$ cat src/rtl/pc_decision_unit_pkg.sv
// Shared definitions for the PC decision unit: PC-mux selects, branch
// condition codes, FSM state encoding and the captured-redirect record.
package pc_decision_unit_pkg;

    localparam logic [2:0] PC_SEL_ADDER  = 3'b000;
    localparam logic [2:0] PC_SEL_EX_TA  = 3'b001;
    localparam logic [2:0] PC_SEL_ID_TA  = 3'b010;
    localparam logic [2:0] PC_SEL_EX_ALU = 3'b011;

    localparam logic [3:0] COND_NEVER  = 4'b0000;
    localparam logic [3:0] COND_ALWAYS = 4'b0001;
    localparam logic [3:0] COND_EQ     = 4'b0010;
    localparam logic [3:0] COND_NE     = 4'b0011;
    localparam logic [3:0] COND_LT     = 4'b0100;
    localparam logic [3:0] COND_GE     = 4'b0101;
    localparam logic [3:0] COND_GT     = 4'b0110;
    localparam logic [3:0] COND_LE     = 4'b0111;
    localparam logic [3:0] COND_CS     = 4'b1000;
    localparam logic [3:0] COND_CC     = 4'b1001;

    typedef enum logic [0:0] {
        ST_RUN  = 1'b0,
        ST_HOLD = 1'b1
    } pcd_state_t;

    typedef struct packed {
        logic [2:0] sel;
        logic       flush_ifid;
        logic       flush_idex;
    } redirect_t;

endpackage

$ cat src/rtl/pc_decision_unit_branch_cond_eval.sv
// Combinational branch condition evaluator: condition code + {N,Z,C,V} -> taken.
// Undefined condition codes evaluate as not taken.
module branch_cond_eval
    import pc_decision_unit_pkg::*;
(
    input  logic [3:0] ex_cond,
    input  logic [3:0] ex_flags,
    output logic       taken
);

    logic n_f, z_f, c_f, v_f;
    logic lt;

    assign n_f = ex_flags[3];
    assign z_f = ex_flags[2];
    assign c_f = ex_flags[1];
    assign v_f = ex_flags[0];
    assign lt  = n_f ^ v_f;

    always_comb begin
        taken = 1'b0;
        case (ex_cond)
            COND_NEVER:  taken = 1'b0;
            COND_ALWAYS: taken = 1'b1;
            COND_EQ:     taken = z_f;
            COND_NE:     taken = !z_f;
            COND_LT:     taken = lt;
            COND_GE:     taken = !lt;
            COND_GT:     taken = !z_f && !lt;
            COND_LE:     taken = z_f || lt;
            COND_CS:     taken = c_f;
            COND_CC:     taken = !c_f;
            default:     taken = 1'b0;
        endcase
    end

endmodule

$ cat src/rtl/pc_decision_unit.sv
// PC-source select and flush generation for the IF-stage PC mux, with
// freeze-time redirect capture/replay and saturating branch statistics.
module pc_decision_unit
    import pc_decision_unit_pkg::*;
#(
    parameter bit          DELAY_SLOT = 1'b1,
    parameter int unsigned CNT_W      = 16
) (
    input  logic             clk,
    input  logic             reset,
    input  logic             freeze,
    input  logic             ex_branch,
    input  logic [3:0]       ex_cond,
    input  logic [3:0]       ex_flags,
    input  logic             ex_jr,
    input  logic             id_jump,
    output logic [2:0]       decision_output,
    output logic             flush_ifid,
    output logic             flush_idex,
    output logic             pending,
    output logic [CNT_W-1:0] br_total,
    output logic [CNT_W-1:0] br_taken
);

    logic       cond_true;
    logic       branch_taken;
    logic       redirect_any;
    logic       capture;
    logic       accept;
    redirect_t  live_rd;
    redirect_t  held_q;
    redirect_t  out_rd;
    pcd_state_t state_q;
    pcd_state_t state_d;
    logic [CNT_W-1:0] total_q;
    logic [CNT_W-1:0] taken_q;

    branch_cond_eval u_cond (
        .ex_cond  (ex_cond),
        .ex_flags (ex_flags),
        .taken    (cond_true)
    );

    assign branch_taken = ex_branch && cond_true;

    // EX outranks ID (ID is younger); a taken branch outranks ex_jr.
    always_comb begin
        live_rd = '0;
        if (branch_taken) begin
            live_rd.sel        = PC_SEL_EX_TA;
            live_rd.flush_ifid = 1'b1;
            live_rd.flush_idex = !DELAY_SLOT;
        end else if (ex_jr) begin
            live_rd.sel        = PC_SEL_EX_ALU;
            live_rd.flush_ifid = 1'b1;
            live_rd.flush_idex = !DELAY_SLOT;
        end else if (id_jump) begin
            live_rd.sel        = PC_SEL_ID_TA;
            live_rd.flush_ifid = !DELAY_SLOT;
            live_rd.flush_idex = 1'b0;
        end
    end

    assign redirect_any = (live_rd.sel != PC_SEL_ADDER);

    always_comb begin
        state_d = state_q;
        capture = 1'b0;
        accept  = 1'b0;
        case (state_q)
            ST_RUN: begin
                accept = ex_branch && (!freeze || redirect_any);
                if (freeze && redirect_any) begin
                    capture = 1'b1;
                    state_d = ST_HOLD;
                end
            end
            ST_HOLD: begin
                if (!freeze) state_d = ST_RUN;
            end
            default: state_d = ST_RUN;
        endcase
    end

    // Nothing reaches the PC mux while frozen; the held redirect is replayed
    // in the first unfrozen cycle and live inputs are ignored then.
    always_comb begin
        out_rd = '0;
        if (!freeze) begin
            if (state_q == ST_HOLD) out_rd = held_q;
            else                    out_rd = live_rd;
        end
    end

    always_ff @(posedge clk) begin
        if (reset) begin
            state_q <= ST_RUN;
            held_q  <= '0;
            total_q <= '0;
            taken_q <= '0;
        end else begin
            state_q <= state_d;
            if (capture) held_q <= live_rd;
            if (accept && (total_q != '1)) total_q <= total_q + CNT_W'(1);
            if (accept && branch_taken && (taken_q != '1)) taken_q <= taken_q + CNT_W'(1);
        end
    end

    assign decision_output = out_rd.sel;
    assign flush_ifid      = out_rd.flush_ifid;
    assign flush_idex      = out_rd.flush_idex;
    assign pending         = (state_q == ST_HOLD);
    assign br_total        = total_q;
    assign br_taken        = taken_q;

endmodule

$ cat config.mk
export PLATFORM = sky130hd
export DESIGN_NAME = pc_decision_unit
export DESIGN_NICKNAME = d
export VERILOG_FILES = /design/src/rtl/pc_decision_unit_pkg.sv /design/src/rtl/pc_decision_unit_branch_cond_eval.sv /design/src/rtl/pc_decision_unit.sv
export SDC_FILE = /design/constraint.sdc
export NUM_CORES = 1
export LEC_CHECK = 0
export BUFFER_PORTS_ARGS = -buffer_cell sky130_fd_sc_hd__buf_4
export CAP_MARGIN = 40
export CORE_ASPECT_RATIO = 1.4
export CORE_MARGIN = 1
export CORE_UTILIZATION = 57
export CTS_CLUSTER_DIAMETER = 100
export DETAILED_ROUTE_END_ITERATION = 10
export PLACE_DENSITY = 0.89
export SLEW_MARGIN = 25
export SYNTH_ARGS = -nofsm -noshare
export SYNTH_HDL_FRONTEND = slang
export SYNTH_HIERARCHICAL = 1
export SYNTH_SLANG_ARGS = --single-unit
$ cat constraint.sdc
create_clock -name clk -period 7.85 [get_ports clk]
set_input_delay 2.355 -clock clk [delete_from_list [all_inputs] [get_ports clk]]
set_output_delay 2.355 -clock clk [all_outputs]
set_load 0.01 [all_outputs]
==> results.tsv <==
stage	metric	value	unit
synth	area_of_the_mapped_netlist	2050	sq um
clock_network	clk-insertion-delay-late	0.29	ns
sta	hold_viol_final	0	
synth	synth_top_cell_by_area	sky130_fd_sc_hd__dfxtp_1	
status	result_of_the_run	finished, final reports clean	
worst_hold_path	worstHoldPathType	reg -> reg	
worst_setup_path	cp_max_fo	6	
worst_setup_path	cp_slowest_cell	sky130_fd_sc_hd__o22ai_1	
synth	number_of_synthesized_flops_with_an_enable_pin	0	
worst_setup_path	path_delay_family	compound AO/OA/AOI/OAI gates	
floorplanning	starting_density_of_the_core	60.1	%
detailed_routing	post_drt_via_cell_ratio	6.09	
synth	synth_top_area_share	34.2	%
worst_setup_path	timing.critical_path.cells	buf_4 -> xnor2_1 -> mux2i_1 -> xnor2_1 -> o22ai_1 -> a21o_2 -> nand2b_1 -> a21oi_1 -> buf_4	
clock_network	clkTransAtPathRegs	0.07	ns
clock_network	clock_path_buffers	2	
placed_design	placed_cells	317	
placed_design	placement.setup.worst_slack	1.55	ns
worst_setup_path	worst-endpoint-arrival	3.93	ns
clock_network	cts_hold_buf	0	
detailed_routing	detailroute.via_count	1980	
clock_network	cts_setup_buffers	0	
final_layout	layout_commonest_cell	sky130_fd_sc_hd__buf_4	
detailed_routing	drt_first_iter_violations	57	
synth	postSynth.topFlopCell	sky130_fd_sc_hd__dfxtp_1	
synth	synth.lib_cells_used.distinct	48	
floorplanning	die_y	73.0	um
clock_network	clock_sink_count	35	
global_routing	wire_length_of_the_first_global_routing_pass	7.36	mm
sta	timing.final.crit_period	6.29	ns
final_layout	design.final.nets	300	
sta	finClkSkew	0.00657	ns
synth	ys_ff_latch	35	
synth	total_of_warnings_raised_by_yosys	6	
detailed_routing	final_antenna_net_count	0	
floorplanning	floorplan.rows	25	
detailed_routing	detail_route.first_pass.iterations	4	
clock_network	depth_of_the_cts_h_tree	2	
sta	slew_headroom	51.0	%
synth	postSynthCellCount	237	
sta	worst_slew_pin_slew	0.729	ns
sta	layout_worst_path_cycle_share	80.1	%
placed_design	placedInstanceArea	2400	sq um
detailed_routing	route.detailed.wl_per_inst	14.3	um
clock_network	clock-root-buffer	sky130_fd_sc_hd__clkbuf_8	
final_layout	layout.filler_cells	273	
final_layout	antenna_cells	0	
worst_setup_path	worst-endpoint-required	5.50	ns
floorplanning	core_area	3410	sq um
final_layout	layout-drive-gt1-share	27.7	%
floorplanning	design.portCount	52	
detailed_routing	route.final.wire_length	4.64	mm
clock_network	cts_inserted_buffers	5	
placed_design	routability_congestion	0.764	
synth	syn_area_per_cell	8.65	sq um
worst_setup_path	worst_setup_start_kind	input port	
sta	clock.fmax	159	MHz
synth	yosysSeqAreaShare	34.2	%
worst_setup_path	end_kind	output pin	
synth	post_synth_main_area_contributors	sky130_fd_sc_hd__dfxtp_1 34%, sky130_fd_sc_hd__a21oi_1 6.6%, sky130_fd_sc_hd__mux2_2 4.4%	
floorplanning	die_w	52.7	um
clock_network	clock_tree_from_tritoncts	yes	
sta	final.hold.worst_slack	0.488	ns
worst_setup_path	worstPathBufferInverterCount	2	
global_routing	grt_overflow	0	
power_and_ir_drop	vdd.ir_drop.worst	138	uV
sta	report.final.slew_viol_count	0	
synth	synth-async-reset-ratio	0	%
final_layout	syn_to_final_growth	21.1	%
clock_network	post_cts.resized_instances	0	
global_routing	grt_start_max_net_pins	44	
power_and_ir_drop	power.static_leakage	0.956	nW
floorplanning	die_area	3850	sq um
sta	fin_tns_setup	0	ns
detailed_routing	drcViolationCount	0	
sta	rsz0062_at_grt	false	
power_and_ir_drop	power.density_cell_area	140	nW/um^2
global_routing	first_global_vias	1690	
sta	setup_violations	0	
final_layout	final_cell_mix	49 x sky130_fd_sc_hd__buf_4, 35 x sky130_fd_sc_hd__dfxtp_1, 27 x sky130_fd_sc_hd__a21oi_1	
placed_design	port_buffers	49	
final_layout	design_area	2480	sq um
final_layout	finish.cell_count_without_fillers	325	
worst_setup_path	cp_slowest_stage_delay	0.38	ns
global_routing	initial_antenna_violation_count	0	
sta	final.setup.worst_slack	1.56	ns
worst_setup_path	setup.worst_path.class	in -> out	
run	number_of_max_cap_violations	0	
global_routing	groute.usage.overall	25.6	%
placed_design	dp_hpwl	3.30	mm
report_power, final:
part           internal, W  total [W]  switching [W]
Clock            0.0000622   0.000127      0.0000652
Sequential        0.000180   0.000183     0.00000309
Combinational    0.0000174  0.0000371      0.0000197
Total             0.000260   0.000348      0.0000880
routing by layer:
metal	GRT usage (%)	part of all wire, %	vias up
li1	-	-	986
met2	44.3	52	69
met3	6.67	4.7	10
met4	10.2	2.0	0
met5	0	0	-
met1	29.0	41	915
kinds of logic after synthesis:
logic type | synth area share [%]
flip-flops | 34.2
adder cells (fa/ha/maj) | 1.22
multiplexers | 6.96
buffers and inverters | 4.33
AO/OA/AOI/OAI | 18.4
XOR/XNOR | 0.854
AND/OR/NAND/NOR | 33.9
other | 0.183
flip-flops by register name, summed over array words and instances (netlist names):
signal and count:
br_taken 16, br_total 16, held_q 2, pending 1
tightest hold or removal path: stages (launching register included):
cell and delay [ns]:
sky130_fd_sc_hd__dfxtp_1 0.33, sky130_fd_sc_hd__nand2_1 0.06, sky130_fd_sc_hd__mux2i_1 0.05
Yosys cell counts, types with 2 or more instances:
library cell and instances:
sky130_fd_sc_hd__nor4_1 2, sky130_fd_sc_hd__nand3_1 8, sky130_fd_sc_hd__or2_2 2, sky130_fd_sc_hd__nor3_1 4, sky130_fd_sc_hd__inv_1 5, sky130_fd_sc_hd__mux2_2 8
sky130_fd_sc_hd__nand2b_1 4, sky130_fd_sc_hd__or4_1 9, sky130_fd_sc_hd__a21oi_1 27, sky130_fd_sc_hd__nand2_1 18, sky130_fd_sc_hd__xnor2_1 2, sky130_fd_sc_hd__nor2_1 15
sky130_fd_sc_hd__nor4_2 2, sky130_fd_sc_hd__mux2i_1 3, sky130_fd_sc_hd__dfxtp_1 35, sky130_fd_sc_hd__mux2_1 2, sky130_fd_sc_hd__o31ai_1 10, sky130_fd_sc_hd__o21ai_0 9
sky130_fd_sc_hd__a211oi_1 3, sky130_fd_sc_hd__o311ai_0 2, sky130_fd_sc_hd__ha_1 2, sky130_fd_sc_hd__buf_4 4, sky130_fd_sc_hd__o22ai_1 2, sky130_fd_sc_hd__nand4_1 11
sky130_fd_sc_hd__and4_1 2, sky130_fd_sc_hd__nor2b_1 10, sky130_fd_sc_hd__nand4_4 3, sky130_fd_sc_hd__or3_1 8, sky130_fd_sc_hd__clkbuf_1 4, sky130_fd_sc_hd__and3_1 2
sky130_fd_sc_hd__o41ai_1 2
worst paths after layout:
| path | start | to | slack, ns | cells after the start |
|---|---|---|---|---|
| setup / recovery | ex_flags[0] | decision_output[0] | 1.56 | 9 |
| hold reg to reg | br_taken[1] | br_taken[1] | 0.49 | 2 |
| hold / removal | br_taken[1] | br_taken[1] | 0.49 | 2 |
| setup reg to reg | br_total[7] | br_total[14] | 5.96 | 4 |
final cells by class:
type / instances / area, sq um / share of cell area (%)
clock buffers: 7 / 76.3 / 3.07
clock inverters: 1 / 5.00 / 0.202
inverters: 5 / 18.8 / 0.756
multi-input cells: 188 / 1260 / 50.9
flip-flops and latches: 35 / 701 / 28.2
well taps: 40 / 50.0 / 2.02
repair buffers: 49 / 368 / 14.8
stage by stage:
| stage | utilization, % | total power, W |
|---|---|---|
| after floorplan | - | 0.000211 |
| after global placement | 70.5 | 0.000223 |
| after detailed placement | 70.5 | 0.000224 |
| after CTS | 72.8 | 0.000349 |
| after global routing | 72.8 | 0.000362 |
| final | 72.8 | 0.000348 |
(Power assumes the default switching activity.)
